**config.mk**
```make
export PLATFORM = sky130hd
export DESIGN_NAME = seq_det_ctrl
export DESIGN_NICKNAME = d
export VERILOG_FILES = /design/src/rtl/seq_det_pkg.sv /design/src/rtl/seq_match_core.sv /design/src/rtl/seq_det_ctrl.sv
export SDC_FILE = /design/constraint.sdc
export NUM_CORES = 1
export LEC_CHECK = 0
export ABC_AREA = 1
export CAP_MARGIN = 20
export CORE_MARGIN = 1
export CORE_UTILIZATION = 27
export CTS_BUF_LIST = sky130_fd_sc_hd__clkbuf_16
export DETAILED_ROUTE_END_ITERATION = 6
export GPL_TIMING_DRIVEN = 0
export HOLD_SLACK_MARGIN = 0.05
export SYNTH_ARGS = -nofsm -noshare
export SYNTH_HDL_FRONTEND = slang
export SYNTH_SLANG_ARGS = --single-unit
```
**constraint.sdc**
```tcl
create_clock -name clk -period 2.1 [get_ports clk]
set_input_delay 0.21 -clock clk [delete_from_list [all_inputs] [get_ports clk]]
set_output_delay 0.21 -clock clk [all_outputs]
set_load 0.01 [all_outputs]
```
**src/rtl/seq_det_pkg.sv**
```systemverilog
// Shared types and constants for the serial pattern detector.
package seq_det_pkg;

    typedef enum logic {
        ST_IDLE  = 1'b0,
        ST_SHIFT = 1'b1
    } state_e;

    localparam int unsigned MAX_LEN     = 8;
    localparam logic [7:0]  DEF_PATTERN = 8'h09;
    localparam logic [3:0]  DEF_LEN     = 4'd4;
    localparam logic        DEF_OVERLAP = 1'b1;

    function automatic logic [3:0] clamp_len(input logic [3:0] len);
        logic [3:0] res;
        if (len < 4'd2) begin
            res = 4'd2;
        end else if (len > 4'(MAX_LEN)) begin
            res = 4'(MAX_LEN);
        end else begin
            res = len;
        end
        return res;
    endfunction

    // Mask selecting the low len bits; len is already clamped to 2..8.
    function automatic logic [7:0] len_mask(input logic [3:0] len);
        return 8'((9'd1 << len) - 9'd1);
    endfunction

endpackage

```
**src/rtl/seq_match_core.sv**
```systemverilog
// Bit history, valid-bit count and pattern compare; emits a registered match pulse.
module seq_match_core
    import seq_det_pkg::*;
(
    input  logic       clk,
    input  logic       rst,
    input  logic       clear_i,
    input  logic       shift_i,
    input  logic       bit_i,
    input  logic [7:0] pattern_i,
    input  logic [3:0] len_i,
    input  logic       overlap_i,
    output logic       match_o
);

    logic [7:0] hist_q, hist_d;
    logic [3:0] valid_q, valid_d;
    logic       match_q, match_d;
    logic [7:0] mask;

    always_comb begin
        // NOTE: every variable gets a default first so no latch is inferred.
        mask    = len_mask(len_i);
        hist_d  = hist_q;
        valid_d = valid_q;
        match_d = 1'b0;
        if (clear_i) begin
            hist_d  = '0;
            valid_d = '0;
        end else if (shift_i) begin
            hist_d  = {hist_q[6:0], bit_i};
            valid_d = (valid_q == 4'(MAX_LEN)) ? valid_q : valid_q + 4'd1;
            match_d = (valid_d >= len_i) && ((hist_d & mask) == (pattern_i & mask));
            // Non-overlapping mode restarts the window right after a hit.
            if (match_d && !overlap_i) begin
                valid_d = '0;
            end
        end
    end

    always_ff @(posedge clk) begin
        if (rst) begin
            hist_q  <= '0;
            valid_q <= '0;
            match_q <= 1'b0;
        end else begin
            hist_q  <= hist_d;
            valid_q <= valid_d;
            match_q <= match_d;
        end
    end

    assign match_o = match_q;

endmodule

```
**src/rtl/seq_det_ctrl.sv**
```systemverilog
// Byte-to-bit serializer FSM with handshake, detector configuration and a
// saturating match counter around seq_match_core.
module seq_det_ctrl
    import seq_det_pkg::*;
#(
    parameter int CNT_W = 16
) (
    input  logic             clk,
    input  logic             rst,
    input  logic             cfg_we,
    input  logic [7:0]       cfg_pattern,
    input  logic [3:0]       cfg_len,
    input  logic             cfg_overlap,
    input  logic             in_valid,
    input  logic [7:0]       in_data,
    output logic             in_ready,
    output logic             ser_bit,
    output logic             match,
    output logic [CNT_W-1:0] match_count,
    input  logic             clr_cnt,
    output logic             busy
);

    state_e           state_q, state_d;
    logic [2:0]       idx_q, idx_d;
    logic [7:0]       byte_q, byte_d;
    logic [7:0]       pattern_q;
    logic [3:0]       len_q;
    logic             overlap_q;
    logic [CNT_W-1:0] count_q, count_d;
    logic             handshake;
    logic             cfg_accept;

    assign handshake  = in_valid && in_ready;
    assign cfg_accept = cfg_we && (state_q == ST_IDLE) && !handshake;

    // NOTE: sequential state uses non-blocking assignments so all registers
    // update together from pre-edge values.
    always_ff @(posedge clk) begin
        if (rst) begin
            state_q <= ST_IDLE;
            idx_q   <= '0;
            byte_q  <= '0;
        end else begin
            state_q <= state_d;
            idx_q   <= idx_d;
            byte_q  <= byte_d;
        end
    end

    always_comb begin
        state_d = state_q;
        idx_d   = idx_q;
        byte_d  = byte_q;
        unique case (state_q)
            ST_IDLE: begin
                if (handshake) begin
                    state_d = ST_SHIFT;
                    idx_d   = 3'd7;
                    byte_d  = in_data;
                end
            end
            ST_SHIFT: begin
                if (idx_q != 3'd0) begin
                    idx_d = idx_q - 3'd1;
                end else if (handshake) begin
                    idx_d  = 3'd7;
                    byte_d = in_data;
                end else begin
                    state_d = ST_IDLE;
                end
            end
            default: state_d = ST_IDLE;
        endcase
    end

    // Accepting at index 0 keeps back-to-back bytes bubble-free.
    always_comb begin
        busy     = (state_q == ST_SHIFT);
        in_ready = !busy || (idx_q == 3'd0);
        ser_bit  = busy ? byte_q[idx_q] : 1'b0;
    end

    always_ff @(posedge clk) begin
        if (rst) begin
            pattern_q <= DEF_PATTERN;
            len_q     <= DEF_LEN;
            overlap_q <= DEF_OVERLAP;
        end else if (cfg_accept) begin
            pattern_q <= cfg_pattern;
            len_q     <= clamp_len(cfg_len);
            overlap_q <= cfg_overlap;
        end
    end

    always_comb begin
        count_d = count_q;
        if (cfg_accept || clr_cnt) begin
            count_d = '0;
        end else if (match && (count_q != '1)) begin
            count_d = count_q + 1'b1;
        end
    end

    always_ff @(posedge clk) begin
        if (rst) begin
            count_q <= '0;
        end else begin
            count_q <= count_d;
        end
    end

    assign match_count = count_q;

    seq_match_core u_core (
        .clk       (clk),
        .rst       (rst),
        .clear_i   (cfg_accept),
        .shift_i   (busy),
        .bit_i     (ser_bit),
        .pattern_i (pattern_q),
        .len_i     (len_q),
        .overlap_i (overlap_q),
        .match_o   (match)
    );

endmodule
```
==> results.json <==
{
  "synth_top_family_by_area": "simple AND/OR/NAND/NOR gates",
  "grt_max_degree": 15,
  "p_leak_nw": 1.38,
  "ys.flop_type": "dfxtp_1",
  "synth_cell_types": 34,
  "critPathArrivalTime_ns": 2.21,
  "synth.most_common_cell": "nand2_1",
  "synthAdderAreaFrac_pct": 4.59,
  "status": "complete, no violations",
  "grtUsageTotal_pct": 13.8,
  "place_congestion": 0.855,
  "placed_cells": 569,
  "fp.dieArea_mm2": 0.0105,
  "clockRootBuffer": "clkbuf_16",
  "layout_min_cycle_time_ns": 2.06,
  "grt_pass1_wl_um": 11400,
  "slew_viol_final": 0,
  "ys_warn_count": 0,
  "drive_gt1_share_pct": 10.2,
  "min-delay-start": "rst",
  "pin_count": 46,
  "yosysTopAreaCellShare_pct": 38.9,
  "area_growth_pct": 32.0,
  "path_max_fanout": 4,
  "port_buffers": 44,
  "die_x_um": 103,
  "antenna_found_initial": 0,
  "required_ns": 2.25,
  "final_nets": 485,
  "cts_sinks": 53,
  "finalHoldViolations": 0,
  "grt_overflow": 0,
  "synth-xor-area-share_pct": 2.25,
  "cts_tree": "built",
  "utilization_pct": 36.8,
  "crit_start": "u_core.valid_q[1]",
  "detailed_place_hpwl_um": 5120,
  "end_kind": "flop",
  "vdd_drop_max_mv": 0.287,
  "power_mw": 2.18,
  "htree_levels": 2,
  "grt_pass1_vias": 2507,
  "yosysTopAreaCell": "dfxtp_1",
  "placementRows": 36,
  "cts_buffer_depth": 2,
  "dr.pass1.iters": 4,
  "synth_compound_area_share_pct": 15.5,
  "initialDrtViolationCount": 99,
  "final-setup-viol-count": 0,
  "synth_edf_count": 0,
  "wire_per_inst_um": 11.8,
  "drcViolationCount": 0,
  "hp-class": "input port to flop",
  "worst_pin_slew_ns": 0.527,
  "synthCells": 392,
  "placeableCoreArea_mm2": 0.00977,
  "diodes": 0,
  "start_util_pct": 27.9,
  "drt-total-wl_um": 6900,
  "fin_cells": 582,
  "clock_latency_ns": 0.28,
  "hold_buffers": 0,
  "powerDensity_mw_per_mm2": 606,
  "synthArstFlopShare_pct": 0,
  "syn-num-nets": 428,
  "nFillCells": 1041,
  "cap_viol_max_count": 0,
  "critical_path_class": "flop to flop",
  "fmax_mhz": 486,
  "whs_ns": 0.330,
  "avgSynthCellArea_um2": 6.96,
  "relSlewSlack_pct": 64.9,
  "synth_mux_area_share_pct": 0,
  "seq_area_frac_synth_pct": 38.9,
  "period_share_pct": 98.0,
  "synthTopCellsByCount": "nand2_1, inv_1, dfxtp_1",
  "numCtsBuffers": 5,
  "synth-simple-area-share_pct": 29.3,
  "via_count": 2673,
  "synthTopCellsByArea": "dfxtp_1, nand2_1, inv_1, a21oi_1, nor2_1",
  "path_clk_slew_ns": 0.07,
  "syn_area_mm2": 0.00273,
  "ant_nets": 0,
  "die_y_um": 103,
  "rsz0062_at_grt": "yes",
  "fin_skew_ns": 0.00497,
  "start_kind": "flop",
  "vias_per_cell": 4.59,
  "reg2reg_from": "u_core.valid_q[1]",
  "yosys_register_bits": 53
}
[flip-flops by register name (all words and copies together), names as in the netlist]
name,count
u_core.match_o,1
len_q,4
overlap_q,1
u_core.valid_q,4
busy,1
pattern_q,8
match_count,16
idx_q,3
u_core.hist_q,7
byte_q,8
[worst paths after layout]
check,endpoint,slack (ns),cells past startpoint
max,u_core.valid_q[3],0.04,13
min,busy,0.33,2
max reg2reg,u_core.valid_q[3],0.04,13
min reg2reg,match_count[15],0.46,2
[kinds of logic after synthesis]
kind of cell | after synthesis
AO/OA/AOI/OAI | 75
flip-flops | 53
AND/OR/NAND/NOR | 179
adder cells (fa/ha/maj) | 10
buffers and inverters | 68
XOR/XNOR | 7
[report_power, final]
group          switching [mW]  internal [mW]
registers              0.0299           1.05
logic                   0.183          0.148
clock network           0.346          0.428
[critical path, stage by stage (launching register included)]
cell and delay [ns]:
dfxtp_2 0.36, inv_2 0.05, ha_4 0.16, nand2_4 0.07
nor2_4 0.04, xor2_2 0.16, ha_2 0.31, nand4_1 0.10
nand3_2 0.10, nand3_2 0.09, nor2_4 0.10, nand4_1 0.18
nand2_1 0.14, a21oi_2 0.05
[layout make-up]
class,count,area (µm²),area share [%]
sequential,53,1070,29.6
timing repair buffer,50,485,13.5
buffer,9,38.8,1.08
clock inverter,2,7.51,0.209
inverter,59,224,6.22
tap,133,166,4.62
clock buffer,5,125,3.48
multi-input combinational,271,1490,41.3
[layout by cell type (no fill, tap or decap), types with 6 or more instances in the layout]
cell type and count:
inv_1 52, a21oi_1 33, nand2_1 78, nand3_1 26
inv_2 6, clkdlybuf4s50_1 44, clkbuf_1 7, o21ai_0 23
nor3_1 6, dfxtp_1 50, nor2_1 42, nand4_1 8
ha_1 7, buf_4 7
[through the flow]
step | TNS (ns) | area, µm² | worst slack [ns]
2_1_floorplan | 0 | 2730 | 0.223
3_5_place_dp | -0.618 | 3330 | -0.163
4_1_cts | -0.0352 | 3520 | -0.0218
3_3_place_gp | -0.147 | 3330 | -0.0390
6_report | 0 | 3600 | 0.0421
5_1_grt | -0.266 | 3600 | -0.0799
[timing repair]
action	CTS	global route
resized for setup	11	14
buffers inserted	3	3
pin swaps	11	13
setup endpoints to repair	5	6
[layer usage]
metal | vias to the layer above | routed length, µm | track usage (%)
met5 | - | 0 | 0
li1 | 1387 | - | -
met4 | 0 | 29 | 3.30
met1 | 1206 | 3310 | 17.7
met2 | 78 | 3240 | 23.8
met3 | 2 | 316 | 2.51
(Power assumes the default switching activity.)
==> RTL change: new RTL, config.mk and constraints unchanged <==
`byte_q` no longer has a reset.
--- a/src/rtl/seq_det_ctrl.sv
+++ b/src/rtl/seq_det_ctrl.sv
@@ -42,3 +42,2 @@
             idx_q   <= '0;
-            byte_q  <= '0;
         end else begin
@@ -46,4 +45,7 @@
             idx_q   <= idx_d;
-            byte_q  <= byte_d;
         end
+    end
+
+    always_ff @(posedge clk) begin
+        byte_q <= byte_d;
     end
Check against the original RTL: no difference found for any inputs over 10 cycles, from zero or initial values and one cycle with rst high; that may be too few to reach the edited logic, so the function may still have changed.
==> RTL change against the unedited design <==
- combinational power down 11%
- synthesized cell count is 5.9% lower
- final area shrank 0.94%
- non-clock buffer count down 5
- worst setup slack better by 0.035 ns
- sequential cell count is the same
- critical path depth down 2
- worst hold slack better by 0.0028 ns
- power increased by 7.2%
- routed wire length is 3.8% lower
- area after synthesis fell by 0.96%
- maximum frequency is 1.7% higher
- critical path type unchanged
- highest routed layer unchanged
==> RTL change: results (changes against the unedited design) <==
[placed_design]
place.gp.congestion=0.8602  ; was 0.8550
post-dp-hpwl_um=4912  ; was 5117 µm
dp_cells=546  ; was 569
post_dp_cell_area_um2=3308  ; was 3334 µm²
place_ws_ns=-0.001005  ; was -0.1631 ns
io_buffers=44  ; unchanged

[sta]
tightest_slew_ns=0.7107  ; was 0.5272 ns
drv_slew=0  ; unchanged
fin_worst_skew_ns=0.009235  ; was 0.004966 ns

[global_routing]
antenna_found_initial=0  ; unchanged
grt_pass1_wl_um=10900  ; was 11360 µm
grtUsageTotal=0.1332  ; was 0.1377
grt_pass1_vias=2359  ; was 2507
grt_max_degree=18  ; was 15

[clocking]
clk_pin_slew_ns=0.07  ; about the same
h-tree-depth=2  ; unchanged

[route]
drt-initial-drc-count=110  ; was 99
drt-total-wl_um=6635  ; was 6895 µm
vias=2518  ; was 2673

[final_layout]
drive_above_1_share=0.1324  ; was 0.1024
final_nets=458  ; was 485
final_cells=556  ; was 582

[logic_synthesis]
synth.top_cells.by_area=dfxtp_1 33%, nand2_1 11%, edfxtp_1 8.9%, inv_1 6.5%, nor2_1 5.8%  ; was dfxtp_1 39%, nand2_1 11%, inv_1 7.4%, a21oi_1 6.2%, nor2_1 6.2%
seq_area_frac_synth=0.4224  ; was 0.3890
netlist_top_cells_count=80 x nand2_1, 47 x inv_1, 45 x dfxtp_1  ; was 79 x nand2_1, 54 x inv_1, 53 x dfxtp_1
syn_inst=369  ; was 392
synth_edf_count=8  ; was 0
synth_cell_types=32  ; was 34
synth_nets=405  ; was 428

[power]
ir_worst_vdd_uv=360.7  ; was 287.2 µV
p_leak_nw=1.350  ; was 1.381 nW
p_seq_frac=0.471  ; was 0.493
p_clk_w=0.000939  ; was 0.000773 W
p_sw_w=0.0005724  ; was 0.0005589 W
clkPwrFrac=0.402  ; was 0.354

[setup_path]
crit_slowest_cell=dfxtp_1  ; was dfxtp_2
slowest_delay_ns=0.40  ; was 0.36 ns

[outcome]
status=completed  ; unchanged

[worst_hold_path]
min_path_cells=2  ; unchanged

RTL change: worst register-to-register path: stages, from the launching register on:
cell	delay, ns
dfxtp_1	0.40
nand3_1	0.12
xor2_1	0.23
inv_1	0.08
ha_1	0.30
nand2_1	0.10
o21ai_2	0.15
nor2_2	0.07
nor3_4	0.13
nand3_2	0.15
nand2_2	0.10
a21oi_1	0.05
RTL change: layout make-up:
cell class                      count  area, µm²
Timing Repair Buffer               46      455.4
Clock buffer                        5      125.1
Buffer                              8      31.28
Multi-Input combinational cell    253       1388
Tap cell                          133      166.4
Fill cell                        1059       6163
Inverter                           55      206.4
Sequential cell                    53       1150
Clock inverter                      3      43.79
RTL change: routing by layer:
metal	global-route usage	vias up	routed length, µm
li1	-	1312	-
met1	0.1746	1145	3224
met2	0.2199	55	3079
met3	0.02668	6	252
met4	0.04176	0	79
met5	0	-	0
RTL change: timing repair:
action,in CTS,in global routing
buffers inserted,0,2
endpoints found under the hold margin,0,0
pin swaps,0,10
setup endpoints to repair,4,6
resized for setup,1,28
RTL change: path summary, 6_finish.rpt:
path	slack [ns]	to	start
min reg2reg	0.47	match_count[15]	match_count[15]
max	0.08	u_core.valid_q[0]	u_core.valid_q[2]
max reg2reg	0.08	u_core.valid_q[0]	u_core.valid_q[2]
min	0.33	busy	rst
RTL change: logic make-up (layout without fill, tap and decap cells):
logic type | Yosys count | count (layout) | share of synthesized area
AOI/OAI and AO/OA | 63 | 63 | 0.1320
buffers and inverters | 63 | 117 | 0.08800
adders and majority gates | 10 | 10 | 0.04632
and+or+nand+nor | 173 | 173 | 0.2886
xor gates and xnor gates | 7 | 7 | 0.02270
DFF | 53 | 53 | 0.4224
